--- config.mk ---
export PLATFORM = sky130hd
export DESIGN_NAME = block_scheduler
export DESIGN_NICKNAME = d
export VERILOG_FILES = /design/src/rtl/block_scheduler_pkg.sv /design/src/rtl/block_scheduler_rr_picker.sv /design/src/rtl/block_scheduler.sv
export SDC_FILE = /design/constraint.sdc
export NUM_CORES = 1
export LEC_CHECK = 0
export ABC_AREA = 1
export CORE_ASPECT_RATIO = 0.75
export CORE_MARGIN = 4
export CORE_UTILIZATION = 28
export DETAILED_ROUTE_END_ITERATION = 10
export REMOVE_ABC_BUFFERS = 1
export SYNTH_ARGS = -nofsm -noshare
export SYNTH_HDL_FRONTEND = slang
export SYNTH_HIERARCHICAL = 1
export SYNTH_SLANG_ARGS = --single-unit
--- constraint.sdc ---
create_clock -name clk -period 4.5 [get_ports clk]
set_input_delay 1.35 -clock clk [delete_from_list [all_inputs] [get_ports clk]]
set_output_delay 1.35 -clock clk [all_outputs]
set_load 0.03 [all_outputs]
--- src/rtl/block_scheduler_pkg.sv ---
// Shared types and helpers for the thread-block scheduler.
// Holds the top-level FSM encoding and a popcount used for retirement.
package block_scheduler_pkg;

  typedef enum logic [1:0] {
    IDLE,
    RUN,
    DONE
  } sched_state_t;

  localparam int MAX_CORES = 32;
  localparam int POP_W = $clog2(MAX_CORES) + 1;

  function automatic logic [POP_W-1:0] popcount(
    input logic [MAX_CORES-1:0] v
  );
    logic [POP_W-1:0] n;
    n = '0;
    for (int i = 0; i < MAX_CORES; i++) begin
      n = n + POP_W'(v[i]);
    end
    return n;
  endfunction

endpackage

--- src/rtl/block_scheduler_rr_picker.sv ---
// Round-robin first-set-bit finder, scanning upward from a start index.
// Purely combinational; wraps modulo N.
module rr_picker #(
  parameter int N  = 4,
  parameter int IW = (N > 1) ? $clog2(N) : 1
) (
  input  logic [N-1:0]  req,
  input  logic [IW-1:0] first,
  output logic          valid,
  output logic [IW-1:0] idx
);

  always_comb begin
    int j;
    j     = 0;
    valid = 1'b0;
    idx   = '0;
    // Descending offsets so the nearest request to 'first' wins.
    for (int k = N - 1; k >= 0; k--) begin
      j = int'(first) + k;
      if (j >= N) j = j - N;
      if (req[j]) begin
        valid = 1'b1;
        idx   = IW'(j);
      end
    end
  end

endmodule

--- src/rtl/block_scheduler.sv ---
// Thread-block scheduler: latches a launch, hands block IDs to idle
// cores round-robin, retires simultaneous completions in one cycle.
module block_scheduler
  import block_scheduler_pkg::*;
#(
  parameter int NUM_CORES      = 4,
  parameter int BLOCK_ID_WIDTH = 8
) (
  input  logic                                clk,
  input  logic                                reset,
  input  logic                                start,
  input  logic                                abort,
  input  logic [BLOCK_ID_WIDTH:0]             num_blocks,
  input  logic [NUM_CORES-1:0]                core_done,
  output logic [NUM_CORES-1:0]                core_start,
  output logic [NUM_CORES-1:0]                core_reset,
  output logic [NUM_CORES*BLOCK_ID_WIDTH-1:0] core_block_id,
  output logic                                busy,
  output logic                                done,
  output logic                                aborted,
  output logic [BLOCK_ID_WIDTH:0]             blocks_done
);

  localparam int IW = (NUM_CORES > 1) ? $clog2(NUM_CORES) : 1;
  localparam int CW = BLOCK_ID_WIDTH + 1;
  localparam int BW = BLOCK_ID_WIDTH;

  sched_state_t state_q, state_d;

  logic [CW-1:0] num_q, num_d;
  logic [CW-1:0] disp_q, disp_d;
  logic [CW-1:0] ret_q, ret_d;

  logic [NUM_CORES-1:0] run_q, run_d;
  logic [NUM_CORES-1:0] fin;
  logic [MAX_CORES-1:0] fin_ext;

  logic [IW-1:0] rr_q, rr_d;
  logic [IW-1:0] pick;
  logic          pick_vld;
  logic          disp_en;

  logic [BW-1:0] id_q [NUM_CORES];
  logic [BW-1:0] id_d [NUM_CORES];

  logic busy_q, busy_d;
  logic done_q, done_d;
  logic abrt_q, abrt_d;

  // Cores finishing this cycle are not offered to the picker, so a
  // freed core sees at least one cycle of reset before its next block.
  rr_picker #(
    .N  (NUM_CORES),
    .IW (IW)
  ) u_pick (
    .req   (~run_q),
    .first (rr_q),
    .valid (pick_vld),
    .idx   (pick)
  );

  assign fin     = run_q & core_done;
  assign fin_ext = MAX_CORES'(fin);
  assign disp_en = (state_q == RUN) && !abort
                && (disp_q < num_q) && pick_vld;

  always_comb begin
    state_d = state_q;
    num_d   = num_q;
    disp_d  = disp_q;
    ret_d   = ret_q;
    run_d   = run_q;
    rr_d    = rr_q;
    done_d  = done_q;
    abrt_d  = 1'b0;
    id_d    = id_q;
    unique case (state_q)
      IDLE, DONE: begin
        if (start) begin
          state_d = RUN;
          num_d   = num_blocks;
          disp_d  = '0;
          ret_d   = '0;
          done_d  = 1'b0;
          rr_d    = '0;
          run_d   = '0;
        end
      end
      RUN: begin
        if (abort) begin
          state_d = IDLE;
          run_d   = '0;
          abrt_d  = 1'b1;
        end else begin
          run_d = run_q & ~fin;
          ret_d = ret_q + CW'(popcount(fin_ext));
          if (disp_en) begin
            run_d[pick] = 1'b1;
            id_d[pick]  = disp_q[BW-1:0];
            disp_d      = disp_q + CW'(1);
            rr_d = (pick == IW'(NUM_CORES - 1)) ? '0 : pick + IW'(1);
          end
          if (ret_d == num_q) begin
            state_d = DONE;
            done_d  = 1'b1;
          end
        end
      end
      default: state_d = IDLE;
    endcase
    busy_d = (state_d == RUN);
  end

  always_ff @(posedge clk) begin
    if (reset) begin
      state_q <= IDLE;
      num_q   <= '0;
      disp_q  <= '0;
      ret_q   <= '0;
      run_q   <= '0;
      rr_q    <= '0;
      busy_q  <= 1'b0;
      done_q  <= 1'b0;
      abrt_q  <= 1'b0;
      for (int i = 0; i < NUM_CORES; i++) id_q[i] <= '0;
    end else begin
      state_q <= state_d;
      num_q   <= num_d;
      disp_q  <= disp_d;
      ret_q   <= ret_d;
      run_q   <= run_d;
      rr_q    <= rr_d;
      busy_q  <= busy_d;
      done_q  <= done_d;
      abrt_q  <= abrt_d;
      for (int i = 0; i < NUM_CORES; i++) id_q[i] <= id_d[i];
    end
  end

  for (genvar g = 0; g < NUM_CORES; g++) begin : g_id
    assign core_block_id[g*BW +: BW] = id_q[g];
  end

  assign core_start  = run_q;
  assign core_reset  = ~run_q;
  assign busy        = busy_q;
  assign done        = done_q;
  assign aborted     = abrt_q;
  assign blocks_done = ret_q;

endmodule

# Yosys cells after proc, flatten, opt, wreduce, memory -nomap -nowiden
# Index checks and enable logic that the tools add are counted.
# Widths: inputs -> output; s select.
# word_totals
reg_bits	70
output_inout_bits	52
# op_classes
add_sub_neg	13
magnitude_cmp	13
eq_ne	9
n_mux	53
bitwise_logic	8
n_reduce_logical	16
# ops
operator	n
$lt 32x4->1 const B	4
$mux 32	4
$ge 32x4->1 const B	3
$sub 32x4->32 const B	3
$mux 9	4
$pmux 9 s2	2
$bwmux 32	1
$mux 2	11
$mux 1	17
$demux 8 s2	1
$mux 4	3
$add 9x1->9 const B	1
$add 9x4->9	1
$eq 9x9->1	1
$lt 9x9->1	1
$and 4x4->4	2
$bmux 1 s2	4
$mux 8	1
$not 4->4	2
$pmux 2 s2	2
$pmux 4 s2	1
$reduce_and 4->1	2
$add 2x2->3 const B	2
$ne 2x2->1 const B	3
26 further kinds	36

# Longest topological paths before layout
# depth
depth_word	18
depth_mapped	19
mapped_depth_nobuf	19

# Cells and area by module
# The synthesis kept the hierarchy.
# modules_own_cells
mod	instances	cells_per_inst	area_each_um2
block_scheduler	1	508	3550.9
rr_picker	1	46	212.7

# Worst setup path before layout
# OpenSTA, ideal clock, no wires.
# synth_timing
path_type	input to register
startpoint	input core_done[0]
endpoint	register busy_q, in the netlist busy
setup_ns	0.119
arrival_time_ns	3.769
setup_slack_ns	0.612
stages	16
n_path_buf	0
cell_sequence	nand2_1 -> inv_1 -> fa_1 -> inv_1 -> fa_1 -> fa_1 -> nor2_1 -> nand2_1 -> nand3_1 -> nand2_1 -> nor2_1 -> nand2_1 -> nor2_1 -> nand2_1 -> o21ai_0 -> inv_1
# synth_via
elab_chain_cells	10
# synth_rtl
element	line	text
start, declared	block_scheduler.sv:14	input logic [NUM_CORES-1:0] core_done,
$and 4x4->4	block_scheduler.sv:62	assign fin = run_q & core_done;
$add 1x1->2	block_scheduler_pkg.sv:20	n = n + POP_W'(v[i]);
$add 2x1->3	block_scheduler_pkg.sv:20	
$add 3x1->4	block_scheduler_pkg.sv:20	
$add 9x4->9	block_scheduler.sv:96	ret_d = ret_q + CW'(popcount(fin_ext));
$eq 9x9->1	block_scheduler.sv:103	if (ret_d == num_q) begin
$mux 2	block_scheduler.sv:103	
$mux 2	block_scheduler.sv:90	if (abort) begin
$pmux 2 s2	block_scheduler.sv:77	unique case (state_q)
$eq 2x1->1	block_scheduler.sv:111	busy_d = (state_d == RUN);
end signal, assigned	block_scheduler.sv:133	busy_q <= busy_d;
end, declared	block_scheduler.sv:46	logic busy_q, busy_d;
# Every way passes these cells.
# A chain may end at the register's enable or synchronous reset.

# Final worst setup path
# layout_timing
startpoint	input core_done[0]
endpoint	register state_q[0]
# layout_via
elab_chain_cells	9
# layout_rtl
element	line	text
$and 4x4->4	block_scheduler.sv:62	
$add 1x1->2	block_scheduler_pkg.sv:20	
$add 2x1->3	block_scheduler_pkg.sv:20	
$add 3x1->4	block_scheduler_pkg.sv:20	
$add 9x4->9	block_scheduler.sv:96	
$eq 9x9->1	block_scheduler.sv:103	
$mux 2	block_scheduler.sv:103	
$mux 2	block_scheduler.sv:90	
$pmux 2 s2	block_scheduler.sv:77	
end signal, assigned	block_scheduler.sv:127	state_q <= state_d;
end, declared	block_scheduler.sv:28	sched_state_t state_q, state_d;
# Every way passes these cells.

==> impl_metrics.csv <==
group,metric,value,unit
place,preCtsSetupSlack,-0.0871,ns
cts,cts_buffers,9,
sta,max_freq,0.238,GHz
cts,cts_hold_buf,0,
synthesis,yosysTopAreaCell,"dfxtp_1",
final_layout,finish.utilization,38.0,%
synthesis,syn-cell-area,3760,um^2
sta,fin_crit,4.20,ns
pwr,vdd_drop_max,0.180,mV
detailed_routing,vias,3661,
sta,fin_crit_sh,93.3,%
worst_setup_path,crit_path_start_kind,"primary input",
global_route,antenna_found_initial,0,
global_route,grt_start_max_net_pins,34,
sta,maxSlewViolCount,0,
synthesis,synthFlopType,"dfxtp_1",
place,port_buffers,68,
final_layout,multiInputGateArea,2010,um^2
detailed_routing,drc,0,
detailed_routing,wire_per_inst,13.1,um
worst_setup_path,worstPathCellList,"clkdlybuf4s50_1 -> nand2_1 -> inv_1 -> fa_1 -> inv_1 -> fa_1 -> fa_1 -> nor2_1 -> nand2_1 -> nand2_1 -> nand3_1 -> nand2_1 -> nand2_1 -> nor2_1 -> nand2_1 -> o21ai_1 -> inv_1",
floorplan,die_h,108,um
final_layout,num-fill-cells,1352,
detailed_routing,drtAntennaViolNets,0,
floorplan,io_pins,69,
cts,clkTransAtPathRegs,0.06,ns
global_route,track_usage,14.0,%
place,gp_congestion,0.864,
final_layout,drive_gt1_share,7.99,%
synthesis,synth_edf_count,0,
global_route,overflow,0,
floorplan,rows,36,
synthesis,synth_area_leaders,"dfxtp_1 37%, nand2_1 13%, nor2_1 8.0%",
final_layout,fin_nets,655,
synthesis,seq_area_frac_synth,37.2,%
worst_setup_path,cpMostUsedCell,"nand2_1",
global_route,grt_pass1_vias,3537,
synthesis,synth_cells,554,
worst_setup_path,max_stage_delay,0.50,ns
synthesis,synth_top_area_share,37.2,%
floorplan,core_area,13100,um^2
sta,finalSetupViolations,0,
place,post-place-cells,781,
sta,finClkSkew,0.00692,ns
detailed_routing,dr.pass1.iters,4,
worst_setup_path,crit_type,"in -> reg",
synthesis,syn_avg_cell_area,6.79,um^2
final_layout,regArea,1400,um^2
floorplan,start_util,28.8,%
worst_setup_path,path_max_fanout,4,
cts,cts_resized,0,
pwr,finalPower,1.77,mW
synthesis,synth_cell_type_count,38,
cts,cts_tree,"yes",
sta,holdWs,0.482,ns
worst_setup_path,end_kind,"register",
detailed_routing,drt_first_iter_violations,221,
worst_setup_path,cp_slowest_cell,"fa_1",
sta,setup_ws,0.303,ns
sta,slew_headroom,65.8,%
cts,root_buffer,"clkbuf_16",
detailed_routing,via_per_inst,4.59,
worst_hold_path,hold_class,"reg -> reg",
final_layout,fin_cells,797,
cts,htree_levels,3,
worst_setup_path,crit_required,4.72,ns
sta,hold_viol,0,
global_route,grt_first_pass_wirelength,17.4,mm
pwr,p_leak,2.09,nW
floorplan,die_area,15400,um^2
detailed_routing,routed_wl,10.5,mm
worst_setup_path,cp.arrival,4.42,ns
synthesis,synthArstFlopShare,0,%
cts,cts.sinks,70,
sta,worst_pin_slew,0.511,ns
floorplan,die_w,142,um
cts,clock_path_buffers,2,
final_layout,area_growth_syn_to_layout,31.8,%
place,hpwlAfterDp,7.93,mm
sta,grt_setup_unrepaired,"false",
cts,clock_latency,0.33,ns
synthesis,ys_ff_latch,70,
synthesis,yosysWarnings,6,
run_status,status,"finished, final reports clean",
pwr,p_per_area,356,nW/um^2
cts,postCtsSetupBuffers,0,
final_layout,antenna_cells,0,
run,cap_violations,0,
==> metrics by stage <==
stage | setup TNS (ns) | instance area, um^2
5_1_grt | 0 | 4960
6_report | 0 | 4960
4_1_cts | 0 | 4960
3_5_place_dp | -0.182 | 4610
3_3_place_gp | -0.000457 | 4610
2_1_floorplan | 0 | 3660
==> cell usage in the layout, fill, tap and decap left out <==
master	count
clkbuf_16	9
bufinv_16	3
o21ai_2	1
and2_4	1
nand4_2	1
nand3_1	43
nor3_2	3
or2_2	2
clkinv_1	2
nor3_1	15
nor2_2	2
dfxtp_1	70
nand3_2	2
xnor2_1	1
o21ai_1	10
nor2_1	79
clkinv_2	2
a211oi_1	1
nor3b_1	1
xor2_1	4
fa_1	3
nor2_4	2
o211ai_1	1
o21bai_2	1
o21ai_0	37
ha_1	14
nand2_1	127
buf_4	8
clkinv_4	2
nand2_2	4
clkdlybuf4s50_1	68
a21boi_1	1
nand3b_1	4
a21o_1	1
inv_1	57
inv_2	5
nor2_8	1
a21oi_1	37
inv_6	1
==> metal layers <==
layer | wire [um] | global-route usage, % | share of wire, % | up-vias
met4 | 62 | 2.53 | 0.59 | 0
li1 | - | - | - | 1913
met1 | 5050 | 18.6 | 48 | 1658
met5 | 0 | 0 | 0 | -
met3 | 640 | 4.33 | 6.1 | 6
met2 | 4720 | 22.8 | 45 | 84
==> power breakdown <==
group	total (mW)	internal [mW]	switching (mW)
Combinational	0.276	0.0971	0.179
Clock	0.820	0.544	0.276
Sequential	0.671	0.645	0.0256
Total	1.77	1.29	0.480
==> cells in the mapped netlist (3+ instances only) <==
library cell / instances
nor2_1: 80
inv_2: 5
nor3_2: 3
a21oi_1: 37
buf_2: 4
nand3_1: 43
nand3b_1: 4
xor2_1: 4
dfxtp_1: 70
clkbuf_1: 10
inv_1: 57
nand2_1: 127
fa_1: 3
ha_1: 14
buf_6: 3
o21ai_1: 9
o21ai_0: 38
nand2_2: 4
nor3_1: 15
==> flip-flops by register name (all words and copies together) (netlist names) <==
signal / count
state_q: 2
num_q: 9
rr_q: 2
blocks_done: 9
done: 1
disp_q: 9
aborted: 1
busy: 1
core_block_id: 32
core_start: 4
==> worst max-delay path: cells and delay by family <==
kind,cells,cell delay [ns]
buffers and inverters,4,0.60
AO/OA/AOI/OAI,1,0.16
AND/OR/NAND/NOR,9,0.86
adder cells (fa/ha/maj),3,1.47
==> cell families after synthesis <==
family	Yosys count	share of synthesized area (%)
AND/OR/NAND/NOR	287	33.5
AO/OA/AOI/OAI	90	12.5
buffers and inverters	85	9.31
flip-flops	70	37.2
adder cells (fa/ha/maj)	17	6.25
XOR/XNOR	5	1.16
==> final timing paths <==
check	depth (start not counted)	start	slack (ns)	endpoint
setup / recovery	17	core_done[0]	0.30	state_q[0]
hold / removal	2	core_block_id[30]	0.48	core_block_id[30]
setup reg to reg	16	core_start[0]	1.40	state_q[0]
hold reg to reg	2	core_block_id[30]	0.48	core_block_id[30]
==> area by class of cell <==
cell class	count	area share, %
sequential	70	28.2
clock inverter	7	2.45
multi-input combinational	399	40.6
clock buffer	9	4.54
tap	171	4.31
timing repair buffer	76	14.9
inverter	65	4.94
No activity file was read; power rests on OpenSTA's default activity.
